### config.mk
export PLATFORM = sky130hd
export DESIGN_NAME = wb_commit
export DESIGN_NICKNAME = d
export VERILOG_FILES = /design/src/rtl/wb_commit.sv
export SDC_FILE = /design/constraint.sdc
export NUM_CORES = 1
export LEC_CHECK = 0
export ABC_AREA = 1
export CAP_MARGIN = 15
export CORE_UTILIZATION = 44
export DETAILED_ROUTE_END_ITERATION = 10
export PLACE_DENSITY_LB_ADDON = 0.05
export REMOVE_ABC_BUFFERS = 1
export SETUP_SLACK_MARGIN = 0.3
export SYNTH_ARGS = -nofsm -noshare
export SYNTH_HDL_FRONTEND = slang
export SYNTH_SLANG_ARGS = --single-unit
### constraint.sdc
create_clock -name clk -period 1.9 [get_ports clk]
set_clock_uncertainty 0.15 [all_clocks]
set_input_delay 0.57 -clock clk [delete_from_list [all_inputs] [get_ports clk]]
set_output_delay 0.57 -clock clk [all_outputs]
set_load 0.02 [all_outputs]
### src/rtl/wb_commit.sv
`default_nettype none
// ============================================================================
// Module   : wb_commit
// Purpose  : Writeback/commit stage. Decodes the destination register and
//            data source of each accepted instruction, issues one registered
//            register-file write strobe per writing instruction, stalls on
//            loads whose data is not yet available, and counts retired writes.
// Revision : 1.0 - initial release
// ============================================================================
module wb_commit #(
    parameter int WIDTH = 16,
    parameter int CNT_W = 16
) (
    input  logic             clk,
    input  logic             rst,
    input  logic             in_valid,
    output logic             in_ready,
    input  logic [15:0]      instr,
    input  logic [WIDTH-1:0] pc_inc,
    input  logic [WIDTH-1:0] alu_out,
    input  logic [WIDTH-1:0] mem_out,
    input  logic             mem_done,
    output logic             wr_en,
    output logic [2:0]       wr_reg,
    output logic [WIDTH-1:0] wr_data,
    output logic [CNT_W-1:0] retire_cnt
);

    localparam logic [0:0] S_PASS     = 1'b0;
    localparam logic [0:0] S_WAIT_MEM = 1'b1;

    logic [0:0]       r_state;
    logic [0:0]       w_state_next;
    logic [4:0]       w_opcode;
    logic             w_accept;
    logic             w_writes;
    logic             w_is_ld;
    logic [2:0]       w_rd;
    logic [WIDTH-1:0] w_src_data;
    logic             w_do_write;
    logic [2:0]       w_wr_reg_next;
    logic [WIDTH-1:0] w_wr_data_next;
    logic             w_capture_rd;
    logic [2:0]       r_pend_rd;
    logic             r_wr_en;
    logic [2:0]       r_wr_reg;
    logic [WIDTH-1:0] r_wr_data;
    logic [CNT_W-1:0] r_retire_cnt;

    // The func field never changes the writeback decision in this stage.
    logic w_unused_func;
    assign w_unused_func = &{1'b0, instr[1:0]};

    assign w_opcode   = instr[15:11];
    assign in_ready   = (r_state == S_PASS);
    assign w_accept   = in_valid && in_ready;
    assign wr_en      = r_wr_en;
    assign wr_reg     = r_wr_reg;
    assign wr_data    = r_wr_data;
    assign retire_cnt = r_retire_cnt;

    // Decode: does this opcode write, which field names Rd, and where data comes from
    always_comb begin
        w_writes   = 1'b0;
        w_is_ld    = 1'b0;
        w_rd       = 3'd0;
        w_src_data = alu_out;
        case (w_opcode)
            5'b11011, 5'b11100, 5'b11101, 5'b11110, 5'b11111, 5'b11001: begin
                w_writes = 1'b1;
                w_rd     = instr[4:2];
            end
            5'b01000, 5'b01001, 5'b01010, 5'b01011,
            5'b10100, 5'b10101, 5'b10110, 5'b10111: begin
                w_writes = 1'b1;
                w_rd     = instr[7:5];
            end
            5'b10001: begin
                w_writes   = 1'b1;
                w_is_ld    = 1'b1;
                w_rd       = instr[7:5];
                w_src_data = mem_out;
            end
            5'b11000, 5'b10010, 5'b10011: begin
                w_writes = 1'b1;
                w_rd     = instr[10:8];
            end
            5'b00110, 5'b00111: begin
                w_writes   = 1'b1;
                w_rd       = 3'd7;
                w_src_data = pc_inc;
            end
            default: begin
                w_writes = 1'b0;
            end
        endcase
    end

    // State register
    always_ff @(posedge clk or posedge rst) begin
        if (rst) begin
            r_state <= S_PASS;
        end else begin
            r_state <= w_state_next;
        end
    end

    // Next state: a load without data parks the stage until mem_done
    always_comb begin
        w_state_next = r_state;
        case (r_state)
            S_PASS: begin
                if (w_accept && w_writes && w_is_ld && !mem_done) begin
                    w_state_next = S_WAIT_MEM;
                end
            end
            S_WAIT_MEM: begin
                if (mem_done) begin
                    w_state_next = S_PASS;
                end
            end
            default: begin
                w_state_next = S_PASS;
            end
        endcase
    end

    // Output decode: what gets written on the next cycle, and when to hold Rd
    always_comb begin
        w_do_write     = 1'b0;
        w_wr_reg_next  = w_rd;
        w_wr_data_next = w_src_data;
        w_capture_rd   = 1'b0;
        case (r_state)
            S_PASS: begin
                if (w_accept && w_writes) begin
                    if (!w_is_ld || mem_done) begin
                        w_do_write = 1'b1;
                    end else begin
                        w_capture_rd = 1'b1;
                    end
                end
            end
            S_WAIT_MEM: begin
                w_wr_reg_next  = r_pend_rd;
                w_wr_data_next = mem_out;
                w_do_write     = mem_done;
            end
            default: begin
                w_do_write = 1'b0;
            end
        endcase
    end

    // Write port and retire counter; wr_reg/wr_data hold between writes
    always_ff @(posedge clk or posedge rst) begin
        if (rst) begin
            r_wr_en      <= 1'b0;
            r_wr_reg     <= 3'd0;
            r_wr_data    <= '0;
            r_retire_cnt <= '0;
            r_pend_rd    <= 3'd0;
        end else begin
            r_wr_en <= w_do_write;
            if (w_do_write) begin
                r_wr_reg     <= w_wr_reg_next;
                r_wr_data    <= w_wr_data_next;
                r_retire_cnt <= r_retire_cnt + 1'b1;
            end
            if (w_capture_rd) begin
                r_pend_rd <= w_rd;
            end
        end
    end

endmodule
`default_nettype wire

Yosys cells after proc, flatten, opt, wreduce, memory -nomap -nowiden
Cells that the tools add are included.

Bits in registers: 40. Output and inout bits: 37. Word-level logic and storage cells: 55.

Muxes and demuxes: 15. Bitwise logic cells: 1. Add/subtract/negate cells: 1. Reduce and logical (&&, ||, !) cells: 12. Eq/ne operators: 20.

Operator list (number): == test 5 bit (second input constant) (14); case mux 16 bit (2 select lines) (1); == test 5 x 4 -> 1 bit (second input constant) (4); OR reduction 20 bit (1); adder 16 x 1 -> 16 bit (second input constant) (1); two-way mux 16 bit (1); case mux 3 bit (4 select lines) (1); == test 5 x 3 -> 1 bit (second input constant) (2); two-way mux 1 bit (9); OR reduction 9 bit (1); OR reduction 6 bit (1); logical AND 1 bit (4); case mux 1 bit (2 select lines) (2); two-way mux 3 bit (1); OR reduction 3 bit (1); logical NOT 1 bit (2); OR reduction 2 bit (1); logical OR 1 bit (1); NOT 1 bit (1).

Longest topological paths before layout
Depth after elaboration: 8. Depth in mapped cells: 14. Mapped depth without buffers: 12.

Worst setup path after synthesis
OpenSTA, ideal clock, no wires.

Path kind: input to register. Start point: input instr[12]. End point: register r_retire_cnt[7] (netlist: retire_cnt[7]). Stages on the path: 14. Data required time: 1.633 ns. Data arrival time: 1.700 ns. Setup time: 0.117 ns. Path slack: -0.067 ns. Cell sequence: buf_2 -> nand2_1 -> nand2_1 -> nand2_1 -> nand2_1 -> inv_1 -> nand2_1 -> nor2_2 -> nand2_2 -> nand3_4 -> nand2_4 -> buf_6 -> nand2_1 -> nand2_1.

Longest elaborated chain between the ends: 7.

Ends and longest elaborated chain: start: declaration (RTL line 18) `input logic [15:0] instr,`; branches (longest 5 deep; another with OR reduction 20 bit); two-way mux 1 bit * (RTL line 136) `if (w_accept && w_writes) begin`; case mux 1 bit (2 select lines) * (RTL line 134) `case (r_state)`; named net w_do_write (RTL line 40) `logic w_do_write;`; end signal: assignment (RTL line 168) `r_retire_cnt <= r_retire_cnt + 1'b1;`; end: declaration (RTL line 48) `logic [CNT_W-1:0] r_retire_cnt;`.

Mark *: on every way through the listed nets, which the timed path passes. A chain may end at the register's enable or synchronous reset.

Worst setup path after layout
Start point: input instr[13]. End point: register r_retire_cnt[3] (netlist: retire_cnt[3]).

Longest elaborated chain between the ends: 7.

Ends and longest elaborated chain (RTL line): branches (longest 5 deep; another with OR reduction 20 bit); two-way mux 1 bit * (136); case mux 1 bit (2 select lines) * (134).

Every way passes the cells marked *.

==> flow_metrics.py <==
metrics = {
    "routing": {
        "drt-pass1-iter-count": 8,
        "antenna_left": 0,
        "drc": 1,
        "vias": 3240,
        "via_per_inst": 5.02,
        "routed_wl_um": 9190,
        "drt_iter0_drc": 151,
        "wl_per_cell_um": 14.2,
    },
    "critical_path": {
        "reg2reg_from": "r_state",
        "path_cells": "buf_8 > buf_6 > nor2_4 > nand2_2 > nand2_2 > inv_2 > nand2_2 > nor2_4 > nand2_4 > nand3_4 > nand2_8 > buf_6 > clkbuf_16 > nand2_2 > nand2_1",
        "slowest_stage": "nand2_8",
        "path_buf_inv": 5,
        "r2r_cells": 10,
        "crit_path_end_kind": "register",
        "critPathLaunchType": "input port",
        "r2r_slack_ns": 0.15,
        "path_delay_family": "simple AND/OR/NAND/NOR gates",
        "worst_ep_required_time_ns": 1.98,
        "cpMostUsedCell": "nand2_2",
        "slowest_delay_ns": 0.14,
        "critical_path_cell_count": 15,
        "critPathMaxFanout": 5,
        "path_class": "in -> reg",
        "rr_endpoint": "retire_cnt[3]",
        "critPathArrivalTime_ns": 1.98,
    },
    "die": {
        "row_count": 28,
        "start_util_pct": 45.3,
        "die_x_um": 79.9,
        "die_area_um2": 6380,
        "num_io_pins": 105,
        "core_area_um2": 5890,
        "die_y_um": 79.9,
    },
    "cts": {
        "cts-root-buf": "clkbuf_8",
        "numCtsBuffers": 5,
        "holdBufCountCts": 0,
        "clkTransAtPathRegs_ns": 0.08,
        "cts.sinks": 40,
        "clk-insertion-delay-late_ns": 0.29,
        "clock_path_buffers": 2,
        "htree_levels": 2,
        "cts_tree": "built",
    },
    "global_routing": {
        "grtUsageTotal_pct": 28.1,
        "grtUsageMet2_pct": 52.6,
        "grt_pass1_wl_um": 13800,
        "grt_overflow": 0,
        "gr-usage-met1_pct": 30.0,
        "first_global_vias": 3119,
        "antenna_found_initial": 0,
        "top_usage_layer": "met2",
        "met3_usage_pct": 7.66,
        "grt_max_degree": 41,
    },
    "layout": {
        "stdcell_count": 646,
        "num_antenna_cells": 0,
        "nets": 640,
        "final_area_um2": 4780,
        "layout-drive-gt1-share_pct": 31.3,
        "area_growth_syn_to_layout_pct": 79.2,
        "post-route-util_pct": 81.3,
    },
    "timing": {
        "hold_viol": 0,
        "hold_ws_ns": 0.337,
        "final.setup.worst_slack_ns": 0.00532,
        "worstMarginPinSlew_ns": 0.327,
        "relSlewSlack_pct": 78.2,
        "finalSetupTns_ns": 0,
        "max_freq_mhz": 528,
        "timing_max_transition_violations_final": 0,
        "fin_crit_ns": 1.89,
        "rsz0062_at_grt": "true",
        "fin_crit_sh_pct": 99.7,
        "setup-violations-final": 0,
    },
    "status": {
        "status": "complete, but fails checks",
        "violations": "DRC",
    },
    "logic_synthesis": {
        "seq_area_frac_synth_pct": 37.5,
        "synthTopCellsByArea": "dfrtp_1 38%, nand2_1 22%, inv_1 9.6%",
        "avgSynthCellArea_um2": 6.53,
        "async_reset_ff_share_pct": 100,
        "synth-seq-cells": 40,
        "postSynthCellCount": 409,
        "synth_flop_cell": "dfrtp_1",
        "netlist_area_um2": 2670,
        "yosysTopAreaCell": "dfrtp_1",
        "synth_edf_count": 0,
        "ys_warn_count": 0,
        "ys_types": 25,
        "synth.top_cell.area_share_pct": 37.5,
        "synth_most_common_cell": "nand2_1",
        "synth_common_cells": "153 x nand2_1, 68 x inv_1, 48 x nand3_1",
    },
    "place": {
        "pre_cts_ws_ns": -0.595,
        "io_buffers": 102,
        "dp.cells": 602,
        "gp_congestion": 0.828,
        "place_area_um2": 4010,
        "dp_hpwl_um": 5370,
    },
    "run": {
        "max_cap_viol_count": 0,
    },
    "min_path": {
        "whs_path_depth": 2,
        "hold_end": "r_pend_rd[2]",
        "min_path_type": "reg -> reg",
        "min_from": "r_pend_rd[2]",
    },
    "power_and_ir_drop": {
        "powerDensity_nw_per_um2": 710,
        "ir_worst_vdd_mv": 0.575,
        "finalPower_mw": 3.39,
        "leakagePower_nw": 2.62,
    },
}
cell type report:
cell class	instances	area (um2)
clock inverters	2	60.1
well taps	75	93.8
multi-input cells	284	1540
fillers	395	1100
inverters	69	264
flip-flops and latches	40	1000
repair buffers	171	1760
clock buffers	5	68.8
worst max path at each step:
| stage | from | to | slack (ns) |
|---|---|---|---|
| finish | instr[13] | retire_cnt[3] | 0.005 |
| global route | instr[13] | wr_data[6] | -0.03 |
| CTS | instr[13] | retire_cnt[3] | 0.09 |
| detailed placement | instr[12] | wr_data[3] | -0.60 |
| global placement | instr[12] | wr_reg[0] | -0.56 |
| floorplan | instr[13] | wr_reg[0] | -0.47 |
cell usage in the layout (no fill, tap or decap), types with 5 or more instances in the layout:
cell / instances
nand2_1: 123
nand2_2: 27
clkdlybuf4s50_1: 59
buf_2: 21
inv_2: 5
dfrtp_1: 39
nor2_1: 12
xnor2_1: 6
buf_16: 5
buf_6: 27
nor2_4: 7
nand3_1: 41
inv_1: 62
o21ai_0: 17
buf_4: 44
buf_12: 12
nand3_2: 5
xor2_1: 8
o22ai_1: 16
clkbuf_8: 5
routing by layer:
layer / vias up / share of wire [%]
met3: 17 / 7.0
met1: 1505 / 36
met2: 130 / 55
li1: 1588 / -
met4: 0 / 1.5
met5: - / 0
worst min-delay path: cells and delay by family (launching register included):
family,cells,cell delay [ns]
simple gates,2,0.10
flops,1,0.35
logic make-up (layout without fill, tap and decap cells):
| group | Yosys count | after routing | synth area share (%) |
|---|---|---|---|
| flops | 40 | 40 | 37.5 |
| compound gates | 35 | 35 | 7.31 |
| simple gates | 234 | 234 | 36.9 |
| buf+inv | 85 | 247 | 13.2 |
| xor+xnor | 14 | 14 | 4.59 |
| fa+ha+maj | 1 | 1 | 0.469 |
power by group:
part	leakage (nW)	internal [mW]	total (mW)	switching, mW
Clock	0.0642	0.517	0.817	0.300
Combinational	2.03	0.757	1.45	0.694
Sequential	0.522	1.00	1.13	0.122
Total	2.62	2.28	3.39	1.12
repair_timing:
item,in CTS,in global routing
setup endpoints to repair,77,62
setup buffers,18,13
cloned,5,1
resized for setup,225,75
pin swaps,7,22
(Power assumes the default switching activity.)
